## config.mk

```make
export PLATFORM = sky130hd
export DESIGN_NAME = uart_echo_responder
export DESIGN_NICKNAME = d
export VERILOG_FILES = /design/src/rtl/uart_pkg.sv /design/src/rtl/byte_fifo.sv /design/src/rtl/uart_echo_responder.sv
export SDC_FILE = /design/constraint.sdc
export NUM_CORES = 1
export LEC_CHECK = 0
export BUFFER_PORTS_ARGS = -buffer_cell sky130_fd_sc_hd__buf_2
export CELL_PAD_IN_SITES_DETAIL_PLACEMENT = 0
export CELL_PAD_IN_SITES_GLOBAL_PLACEMENT = 2
export CORE_ASPECT_RATIO = 1.75
export CORE_MARGIN = 2
export CORE_UTILIZATION = 45
export CTS_BUF_LIST = sky130_fd_sc_hd__clkbuf_8 sky130_fd_sc_hd__clkbuf_16
export CTS_CLUSTER_DIAMETER = 60
export CTS_CLUSTER_SIZE = 12
export DETAILED_ROUTE_END_ITERATION = 6
export GPL_ROUTABILITY_DRIVEN = 0
export GPL_TIMING_DRIVEN = 0
export MAX_ROUTING_LAYER = met4
export PLACE_DENSITY = 0.83
export SKIP_CTS_REPAIR_TIMING = 1
export SLEW_MARGIN = 20
export SYNTH_ARGS = -nofsm -noshare
export SYNTH_HDL_FRONTEND = slang
export SYNTH_HIERARCHICAL = 1
export SYNTH_SLANG_ARGS = --single-unit
export TNS_END_PERCENT = 1
```

## constraint.sdc

```tcl
create_clock -name clk_50m -period 8.2 [get_ports clk_50m]
set_input_delay 0.82 -clock clk_50m [delete_from_list [all_inputs] [get_ports clk_50m]]
set_output_delay 0.82 -clock clk_50m [all_outputs]
set_load 0.02 [all_outputs]
```

## src/rtl/uart_pkg.sv

```systemverilog
`default_nettype none
// ============================================================================
//  Module      : uart_pkg
//  Description : Shared definitions for the uart byte-side echo responder.
//                Holds the data width and the receive/transmit FSM encodings.
//  Revision    : 1.0 - initial release
// ============================================================================
package uart_pkg;

    localparam int BYTE_W = 8;

    // Receive handshake FSM: accept a byte, then wait for rdy to drop.
    typedef enum logic [0:0] {
        R_IDLE = 1'b0,
        R_CLR  = 1'b1
    } rx_state_t;

    // Transmit FSM: pop, strobe the uart, follow its busy flag.
    typedef enum logic [1:0] {
        T_IDLE      = 2'd0,
        T_LOAD      = 2'd1,
        T_WAIT_BUSY = 2'd2,
        T_WAIT_DONE = 2'd3
    } tx_state_t;

endpackage
`default_nettype wire

```

## src/rtl/byte_fifo.sv

```systemverilog
`default_nettype none
// ============================================================================
//  Module      : byte_fifo
//  Description : Single-clock byte FIFO with registered occupancy.
//                Ports: clk, rst (async, active-high), push/wdata (write side),
//                pop/rdata (read side, rdata is the current head), full,
//                empty, level (occupancy 0..DEPTH).
//  Revision    : 1.0 - initial release
// ============================================================================
module byte_fifo
    import uart_pkg::*;
#(
    parameter int DEPTH = 8
) (
    input  logic                     clk,
    input  logic                     rst,
    input  logic                     push,
    input  logic                     pop,
    input  logic [BYTE_W-1:0]        wdata,
    output logic [BYTE_W-1:0]        rdata,
    output logic                     full,
    output logic                     empty,
    output logic [$clog2(DEPTH):0]   level
);

    localparam int                 c_PTR_W    = $clog2(DEPTH);
    localparam logic [c_PTR_W:0]   c_FULL_LVL = (c_PTR_W + 1)'(DEPTH);

    logic [BYTE_W-1:0]  r_mem [DEPTH];
    logic [c_PTR_W-1:0] r_wr_ptr;
    logic [c_PTR_W-1:0] r_rd_ptr;
    logic [c_PTR_W:0]   r_level;
    logic               w_do_push;
    logic               w_do_pop;

    assign full  = (r_level == c_FULL_LVL);
    assign empty = (r_level == '0);
    assign level = r_level;
    assign rdata = r_mem[r_rd_ptr];

    // A write into a full FIFO only fits if the head leaves in the same cycle.
    assign w_do_pop  = pop & ~empty;
    assign w_do_push = push & (~full | w_do_pop);

    // Storage carries no reset; validity is tracked by the pointers alone.
    always_ff @(posedge clk) begin
        if (w_do_push) begin
            r_mem[r_wr_ptr] <= wdata;
        end
    end

    // DEPTH is a power of two, so the pointers wrap naturally.
    always_ff @(posedge clk or posedge rst) begin
        if (rst) begin
            r_wr_ptr <= '0;
            r_rd_ptr <= '0;
            r_level  <= '0;
        end else begin
            if (w_do_push) begin
                r_wr_ptr <= r_wr_ptr + c_PTR_W'(1);
            end
            if (w_do_pop) begin
                r_rd_ptr <= r_rd_ptr + c_PTR_W'(1);
            end
            case ({w_do_push, w_do_pop})
                2'b10:   r_level <= r_level + (c_PTR_W + 1)'(1);
                2'b01:   r_level <= r_level - (c_PTR_W + 1)'(1);
                default: r_level <= r_level;
            endcase
        end
    end

endmodule
`default_nettype wire

```

## src/rtl/uart_echo_responder.sv

```systemverilog
`default_nettype none
// ============================================================================
//  Module      : uart_echo_responder
//  Description : Byte-side far end of the uart. Accepts received bytes
//                (rdy/dout, acknowledged by rdy_clr), queues them and echoes
//                each one XOR XOR_MASK through the transmitter (din/wr_en,
//                paced by tx_busy).
//                Ports: clk_50m, rst (async, active-high), rdy, dout, rdy_clr,
//                tx_busy, din, wr_en, level (FIFO occupancy), overflow
//                (sticky drop flag), drop_cnt (saturating drop count).
//  Revision    : 1.0 - initial release
// ============================================================================
module uart_echo_responder
    import uart_pkg::*;
#(
    parameter int                DEPTH        = 8,
    parameter logic [BYTE_W-1:0] XOR_MASK     = 8'h00,
    parameter int                BUSY_TIMEOUT = 16
) (
    input  logic                     clk_50m,
    input  logic                     rst,
    input  logic                     rdy,
    input  logic [BYTE_W-1:0]        dout,
    output logic                     rdy_clr,
    input  logic                     tx_busy,
    output logic [BYTE_W-1:0]        din,
    output logic                     wr_en,
    output logic [$clog2(DEPTH):0]   level,
    output logic                     overflow,
    output logic [7:0]               drop_cnt
);

    localparam int               c_TMO_W   = $clog2(BUSY_TIMEOUT + 1);
    localparam logic [c_TMO_W-1:0] c_TMO_LAST = c_TMO_W'(BUSY_TIMEOUT - 1);

    rx_state_t          r_rx_state;
    tx_state_t          r_tx_state;
    logic               r_rdy_clr;
    logic               r_overflow;
    logic [7:0]         r_drop_cnt;
    logic [BYTE_W-1:0]  r_hold;
    logic [BYTE_W-1:0]  r_din;
    logic               r_wr_en;
    logic [c_TMO_W-1:0] r_tmo_cnt;

    logic               w_push;
    logic               w_pop;
    logic               w_full;
    logic               w_empty;
    logic [BYTE_W-1:0]  w_rdata;

    // Only the first cycle of an rdy assertion can push; R_CLR blocks repeats.
    assign w_push = (r_rx_state == R_IDLE) & rdy & ~w_full;
    assign w_pop  = (r_tx_state == T_IDLE) & ~w_empty & ~tx_busy;

    byte_fifo #(
        .DEPTH (DEPTH)
    ) u_fifo (
        .clk   (clk_50m),
        .rst   (rst),
        .push  (w_push),
        .pop   (w_pop),
        .wdata (dout),
        .rdata (w_rdata),
        .full  (w_full),
        .empty (w_empty),
        .level (level)
    );

    // ---------------- receive handshake ----------------
    always_ff @(posedge clk_50m or posedge rst) begin
        if (rst) begin
            r_rx_state <= R_IDLE;
            r_rdy_clr  <= 1'b0;
            r_overflow <= 1'b0;
            r_drop_cnt <= 8'h00;
        end else begin
            r_rdy_clr <= 1'b0;
            case (r_rx_state)
                R_IDLE: begin
                    if (rdy) begin
                        // A dropped byte is still acknowledged so the uart can move on.
                        r_rdy_clr  <= 1'b1;
                        r_rx_state <= R_CLR;
                        if (w_full) begin
                            r_overflow <= 1'b1;
                            if (r_drop_cnt != 8'hFF) begin
                                r_drop_cnt <= r_drop_cnt + 8'd1;
                            end
                        end
                    end
                end
                R_CLR: begin
                    if (!rdy) begin
                        r_rx_state <= R_IDLE;
                    end
                end
                default: r_rx_state <= R_IDLE;
            endcase
        end
    end

    // ---------------- transmit sequencing ----------------
    always_ff @(posedge clk_50m or posedge rst) begin
        if (rst) begin
            r_tx_state <= T_IDLE;
            r_hold     <= '0;
            r_din      <= '0;
            r_wr_en    <= 1'b0;
            r_tmo_cnt  <= '0;
        end else begin
            r_wr_en <= 1'b0;
            case (r_tx_state)
                T_IDLE: begin
                    if (w_pop) begin
                        r_hold     <= w_rdata;
                        r_tx_state <= T_LOAD;
                    end
                end
                T_LOAD: begin
                    r_din      <= r_hold ^ XOR_MASK;
                    r_wr_en    <= 1'b1;
                    r_tmo_cnt  <= '0;
                    r_tx_state <= T_WAIT_BUSY;
                end
                T_WAIT_BUSY: begin
                    // A transmitter that never reacts must not stall the echo path.
                    if (tx_busy) begin
                        r_tx_state <= T_WAIT_DONE;
                    end else if (r_tmo_cnt == c_TMO_LAST) begin
                        r_tx_state <= T_IDLE;
                    end else begin
                        r_tmo_cnt <= r_tmo_cnt + c_TMO_W'(1);
                    end
                end
                T_WAIT_DONE: begin
                    if (!tx_busy) begin
                        r_tx_state <= T_IDLE;
                    end
                end
                default: r_tx_state <= T_IDLE;
            endcase
        end
    end

    assign rdy_clr  = r_rdy_clr;
    assign overflow = r_overflow;
    assign drop_cnt = r_drop_cnt;
    assign din      = r_din;
    assign wr_en    = r_wr_en;

endmodule
`default_nettype wire

```

==> results of run 1 <==
-- power by group through the flow --
stage | sequential, mW | combinational (mW) | clock, mW
2_1_floorplan | 0.813 | 0.401 | 0
3_3_place_gp | 0.780 | 0.577 | 0
3_5_place_dp | 0.786 | 0.589 | 0
4_1_cts | 0.774 | 0.594 | 0.452
5_1_grt | 0.790 | 0.642 | 0.474
6_report | 0.772 | 0.582 | 0.440
-- stage by stage --
step / setup WS [ns] / utilization, % / total power [mW]
2_1_floorplan: 4.92 / - / 1.21
3_3_place_gp: 4.13 / 49.1 / 1.36
3_5_place_dp: 4.52 / 49.3 / 1.38
4_1_cts: 4.82 / 52.5 / 1.82
5_1_grt: 4.58 / 52.5 / 1.91
6_report: 4.89 / 52.5 / 1.79
-- final timing paths --
kind,end,slack (ns),cells past startpoint
setup / recovery,u_fifo/level[3]$_DFFE_PP0P_,4.89,12
hold reg to reg,overflow$_DFFE_PP0P_,0.46,1
setup reg to reg,u_fifo/level[3]$_DFFE_PP0P_,4.89,12
hold / removal,overflow$_DFFE_PP0P_,0.46,1
max in group asynchronous,drop_cnt[1]$_DFFE_PP0P_,7.13,2
min in group asynchronous,u_fifo/r_wr_ptr[0]$_DFFE_PP0P_,0.48,2
-- synth_stat cells (3+ instances only) --
cell type,number,area [um2]
ha_1,7,87.6
nand2_1,20,75.1
nor4b_1,3,26.3
nor2_1,16,60.1
nand2b_1,6,37.5
dfrtp_1,45,1130
inv_1,12,45.0
mux4_1,12,315
nand3_1,6,30.0
buf_2,3,15.0
nor3_1,5,25.0
xnor2_1,5,43.8
xor2_1,3,26.3
edfxtp_1,64,1920
mux2i_1,3,30.0
nor2b_1,3,18.8
mux2_2,29,327
a21oi_1,4,20.0
buf_6,3,33.8
o21ai_0,7,35.0
mux4_2,4,90.1
-- flip-flops by register name, indices dropped and copies added (netlist names) --
register	flops
u_fifo/level	4
overflow	1
u_fifo/r_mem	64
r_rx_state	1
r_tx_state	2
drop_cnt	8
u_fifo/r_rd_ptr	3
u_fifo/r_wr_ptr	3
r_hold	8
din	8
r_tmo_cnt	5
rdy_clr	1
wr_en	1
-- cell families after synthesis --
family,after synthesis
mux,49
compound gates,26
flops,109
buf+inv,22
simple gates,75
xor+xnor,8
fa+ha+maj,8
-- layer usage --
layer	vias to the layer above	wire, um
li1	1217	-
met1	1277	3390
met2	42	4520
met3	13	253
met4	0	179
met5	-	0
-- final cells by class --
type                    instances  share of cell area [%]
inverters                      12                   0.839
repair buffers                 35                    3.36
multi-input cells             166                    28.9
well taps                     127                    2.96
clock buffers                   9                    4.19
clock inverters                 7                    1.75
flip-flops and latches        109                    56.8
plain buffers                  10                    1.21
==> reports/metrics.csv, run 1 <==
metric,value,unit
crit-path cells,or3_1 > buf_6 > nor2_1 > nor4_4 > o21ai_2 > or2_2 > inv_1 > ha_1 > or2_2 > nand3_1 > mux2_2 > nand3b_1,
largest family of logic cells by synthesized area,multiplexers,
Hold Crit Class,reg2reg,
FMAX,0.302,GHz
status,"finished, final reports clean",
Slew @ Worst Pin,1.03,ns
Fill cells,823,
Clock transition at path regs,0.08,ns
wire length per cell,17.6,um
combinational share of power,32.4,%
post-route insts no fill,475,
GR met1 Demand/Resource,20.0,%
DP HPWL,5870,um
Seq pwr share,43.0,%
Synth Area in Compound Gates,3.99,%
Synth cell types,47,
"Top cell by count, worst path",or2_2,
XOR/XNOR Fraction of Synth Area,1.49,%
CTS tree,yes,
Mean Syn Cell Area,15.8,um2
Initial Utilization,45.9,%
initial antenna violation count,0,
Post-Route WL,8340,um
global route total overflow,0,
"Top FF cell, synth",edfxtp_1,
Int Pwr,1.20,mW
Synth Area in Simple Gates,8.54,%
H-tree depth,3,
"Slew Viols, Final",0,
placed cells,459,
"EDFF count, synth",64,
Most Crowded Layer GR,met2,
All-Layer GR Usage,16.9,%
WP data arrival,3.60,ns
multi-input logic area,1550,um2
switch share,32.9,%
CP max-delay cell,nor4_4,
Clk Tree Root Cell,clkbuf_16,
Syn-to-layout area delta,14.2,%
CP Capture Type,register,
Post-Place Cell Area,5050,um2
PwrDens,334,nW/um2
syn_nets,317,
# IOs,35,
VDD IR max,178,uV
core area,10200,um2
share of post-route cells with drive strength above 1,29.0,%
worst skew pair latency,0.35,ns
switching power total,0.591,mW
final hold slack,0.464,ns
Synth Cell Area,4700,um2
Slew HR,31.0,%
crit path buf inv count,2,
die width,81.3,um
first-pass GRT wire length,13500,um
RSZ-0062 raised after global routing,false,
Pleak,2.12,nW
most frequent cells in the layout,"edfxtp_1 (64), dfrtp_1 (45), buf_2 (36)",
min-delay src,overflow$_DFFE_PP0P_,
critical path required time,8.49,ns
Final min period,3.31,ns
final worst-path cycle share,40.4,%
critical path's top delay family,simple AND/OR/NAND/NOR gates,
DR pass1 iterations,4,
final setup vio count,0,
post-route cell area,5370,um2
via count,2549,
Max stage delay on crit path,0.78,ns
mux cell area share after synthesis,16.5,%
Cells after Synth,297,
Detail Route Antenna Nets,0,
initial DRC count,122,
DIE AREA,11300,um2
clock group share of total power,24.6,%
largest net degree at the start of global routing,36,
Sink Count,109,
Via density,5.37,
Post-route DRC,0,
row cnt,49,
Reg area,3050,um2
Yosys Warn Count,6,
register area share after synthesis,64.8,%
Setup CP Type,reg2reg,
IO Port Bufs,33,
Post-Route Skew,0.0113,ns
Diodes inserted,0,
Critical Path Fanout Max,16,
final net count,363,
met2 GRT Util,28.0,%
Fin. Hold Viols,0,
total CTS buffers,9,
async set-or-reset flop fraction in the synthesized netlist,41.3,%
met3 usage,2.79,%
Seq cells post-synth,109,
"commonest non-fill, non-tap cell in the layout",edfxtp_1,
TNS Setup,0,ns
clock buffer depth,2,
Crit Reg-Reg Startpoint,u_fifo/level[2]$_DFFE_PP0P_,
crit path from,u_fifo/level[2]$_DFFE_PP0P_,
MaxCap Viol Count,0,
die height,139,um
number of global-route vias before repair,2558,
adder-cell area share of the yosys netlist,2.29,%
CP startpoint kind,register,
No activity file was read; power rests on OpenSTA's default activity.
==> inputs of run 2 (changes only) <==
--- a/config.mk
+++ b/config.mk
@@ -10,7 +10,7 @@
 export CELL_PAD_IN_SITES_GLOBAL_PLACEMENT = 2
 export CORE_ASPECT_RATIO = 1.75
 export CORE_MARGIN = 2
-export CORE_UTILIZATION = 45
+export CORE_UTILIZATION = 44
 export CTS_BUF_LIST = sky130_fd_sc_hd__clkbuf_8 sky130_fd_sc_hd__clkbuf_16
 export CTS_CLUSTER_DIAMETER = 60
 export CTS_CLUSTER_SIZE = 12
@@ -18,7 +18,7 @@
 export GPL_ROUTABILITY_DRIVEN = 0
 export GPL_TIMING_DRIVEN = 0
 export MAX_ROUTING_LAYER = met4
-export PLACE_DENSITY = 0.83
+export PLACE_DENSITY = 0.81
 export SKIP_CTS_REPAIR_TIMING = 1
 export SLEW_MARGIN = 20
 export SYNTH_ARGS = -nofsm -noshare
==> constraint.sdc (replaced) <==
create_clock -name clk_50m -period 3.4 [get_ports clk_50m]
set_input_delay 0.34 -clock clk_50m [delete_from_list [all_inputs] [get_ports clk_50m]]
set_output_delay 0.34 -clock clk_50m [all_outputs]
set_load 0.02 [all_outputs]
==> reports/metrics.csv, run 2 (synthesis gave the netlist of run 1 again) <==
metric,value,unit,change
status,finished with violations,,
failing checks,negative hold slack,,
wire length per cell,17.8,um,+1.5%
combinational share of power,32.8,%,+0.4 points
# IOs,35,,unchanged
final worst-path cycle share,93.3,%,+53 points
die width,82.1,um,+1.1%
Worst Reg2Reg Path Length in Cells,12,,unchanged
Int Pwr,2.93,mW,+140%
Fin. Hold Viols,10,,+10
first-pass GRT wire length,13400,um,-0.76%
MaxCap Viol Count,0,,unchanged
Syn-to-layout area delta,14.9,%,
switching power total,1.45,mW,+150%
DIE AREA,11600,um2,+2.2%
"Slew Viols, Final",0,,unchanged
switch share,33.1,%,+0.21 points
Final min period,3.17,ns,-0.139 ns
FMAX,0.315,GHz,+4.4%
Post-Route WL,8600,um,+3.0%
total CTS buffers,9,,unchanged
post-route insts no fill,482,,+1.5%
placed cells,462,,+0.65%
number of global-route vias before repair,2536,,-0.86%
Seq pwr share,42.5,%,-0.5 points
critical path required time,3.68,ns,-4.81 ns
Sink Count,109,,unchanged
crit-path cells,or3_1 > buf_6 > nor2_1 > nor2_1 > buf_2 > or2_2 > inv_1 > ha_1 > a211o_1 > nand3_1 > mux2_2 > nand3b_1,,
Initial Utilization,44.5,%,-1.5 points
largest register by flop count,u_fifo/r_mem,,
Slew HR,26.4,%,-4.6 points
Post-Route Skew,0.00762,ns,-0.00367 ns
initial DRC count,133,,+9.0%
IO Port Bufs,33,,unchanged
PwrDens,810,nW/um2,+140%
row cnt,50,,+2.0%
TNS Setup,0,ns,unchanged
Slew @ Worst Pin,1.10,ns,+0.0733 ns
H-tree depth,3,,unchanged
VDD IR max,440,uV,+150%
"commonest non-fill, non-tap cell in the layout",edfxtp_1,,
Clk Tree Root Cell,clkbuf_16,,
final net count,367,,+1.1%
Post-route DRC,0,,unchanged
CTS tree,yes,,
initial antenna violation count,0,,unchanged
Max stage delay on crit path,0.41,ns,-0.37 ns
Largest register FFs,64,,unchanged
worst skew pair latency,0.35,ns,about the same
All-Layer GR Usage,16.7,%,-0.20 points
Critical Path Fanout Max,9,,-7
Clock transition at path regs,0.08,ns,about the same
crit path from,u_fifo/level[0]$_DFFE_PP0P_,,
core area,10600,um2,+3.3%
most frequent cells in the layout,"edfxtp_1 (64), dfrtp_1 (45), buf_2 (36)",,
Reg2Reg Setup Slack,0.23,ns,-4.66 ns
RSZ-0062 raised after global routing,false,,
final hold slack,-0.0151,ns,-0.479 ns
"Top cell by count, worst path",nor2_1,,
Via density,5.38,,+0.21%
crit path to,u_fifo/level[3]$_DFFE_PP0P_,,
Hold Crit Class,in2async,,
global route total overflow,0,,unchanged
die height,141,um,+1.1%
Crit Reg-Reg Startpoint,u_fifo/level[0]$_DFFE_PP0P_,,
Reg2Reg Capture Point,u_fifo/level[3]$_DFFE_PP0P_,,
Setup CP Type,reg2reg,,
final setup vio count,0,,unchanged
DR pass1 iterations,4,,unchanged
Pleak,2.14,nW,+1.0%
via count,2592,,+1.7%
largest net degree at the start of global routing,36,,unchanged
CP Capture Type,register,,
WP data arrival,3.45,ns,-0.15 ns
clock buffer depth,2,,unchanged
Fill cells,928,,+13%
Detail Route Antenna Nets,0,,unchanged
Diodes inserted,0,,unchanged
share of post-route cells with drive strength above 1,29.8,%,+0.81 points
CP startpoint kind,register,,
CP max-delay cell,dfrtp_1,,
clock group share of total power,24.7,%,about the same
DP HPWL,6050,um,+3.1%
## run 2: how the worst min path moves through the flow
stage / startpoint / cells past startpoint / end
detailed placement: rst / 2 / u_fifo/level[0]$_DFFE_PP0P_
global placement: rst / 2 / u_fifo/level[2]$_DFFE_PP0P_
CTS: rst / 2 / u_fifo/r_rd_ptr[1]$_DFFE_PP0N_
floorplan: rst / 1 / u_fifo/level[0]$_DFFE_PP0P_
finish: rst / 2 / u_fifo/r_rd_ptr[1]$_DFFE_PP0N_
global route: rst / 2 / u_fifo/r_rd_ptr[1]$_DFFE_PP0N_
## run 2: metal layers
| layer | track usage [%] | vias up | part of all wire, % |
|---|---|---|---|
| met5 | - | - | 0 |
| li1 | - | 1228 | - |
| met4 | 6.93 | 0 | 2.3 |
| met1 | 18.8 | 1303 | 39 |
| met2 | 28.7 | 46 | 55 |
| met3 | 2.69 | 15 | 2.9 |
## run 2: power by group through the flow
stage	clock network, mW	logic, mW	registers (mW)
after global placement	0	1.40	1.88
after detailed placement	0	1.44	1.89
after global routing	1.17	1.58	1.90
after CTS	1.10	1.45	1.86
after floorplan	0	0.968	1.96
final	1.08	1.44	1.86
## run 2: worst max-delay path: cells and delay by family, from the launching register on
kind	cells	cell delay, ns
AND/OR/NAND/NOR	6	1.35
buffers and inverters	3	0.45
flip-flops	1	0.41
multiplexers	1	0.34
AO/OA/AOI/OAI	1	0.32
adder cells (fa/ha/maj)	1	0.23
## run 2: through the flow
step | setup slack (ns) | power [mW] | instance area (um2) | util (%)
3_5_place_dp | 0.0428 | 3.33 | 5050 | 47.8
6_report | 0.229 | 4.38 | 5400 | 51.1
5_1_grt | 0.0139 | 4.65 | 5400 | 51.1
4_1_cts | 0.0134 | 4.41 | 5370 | 50.8
2_1_floorplan | 0.340 | 2.93 | 4700 | -
3_3_place_gp | -0.394 | 3.28 | 5030 | 47.6
## run 2: final cells by class
class | instances | area [um2] | share of cell area (%)
inverters | 12 | 45.0 | 0.834
flip-flops and latches | 109 | 3050 | 56.4
well taps | 130 | 163 | 3.01
clock buffers | 9 | 225 | 4.17
plain buffers | 10 | 65.1 | 1.20
clock inverters | 7 | 93.8 | 1.74
multi-input cells | 166 | 1550 | 28.8
repair buffers | 39 | 210 | 3.89
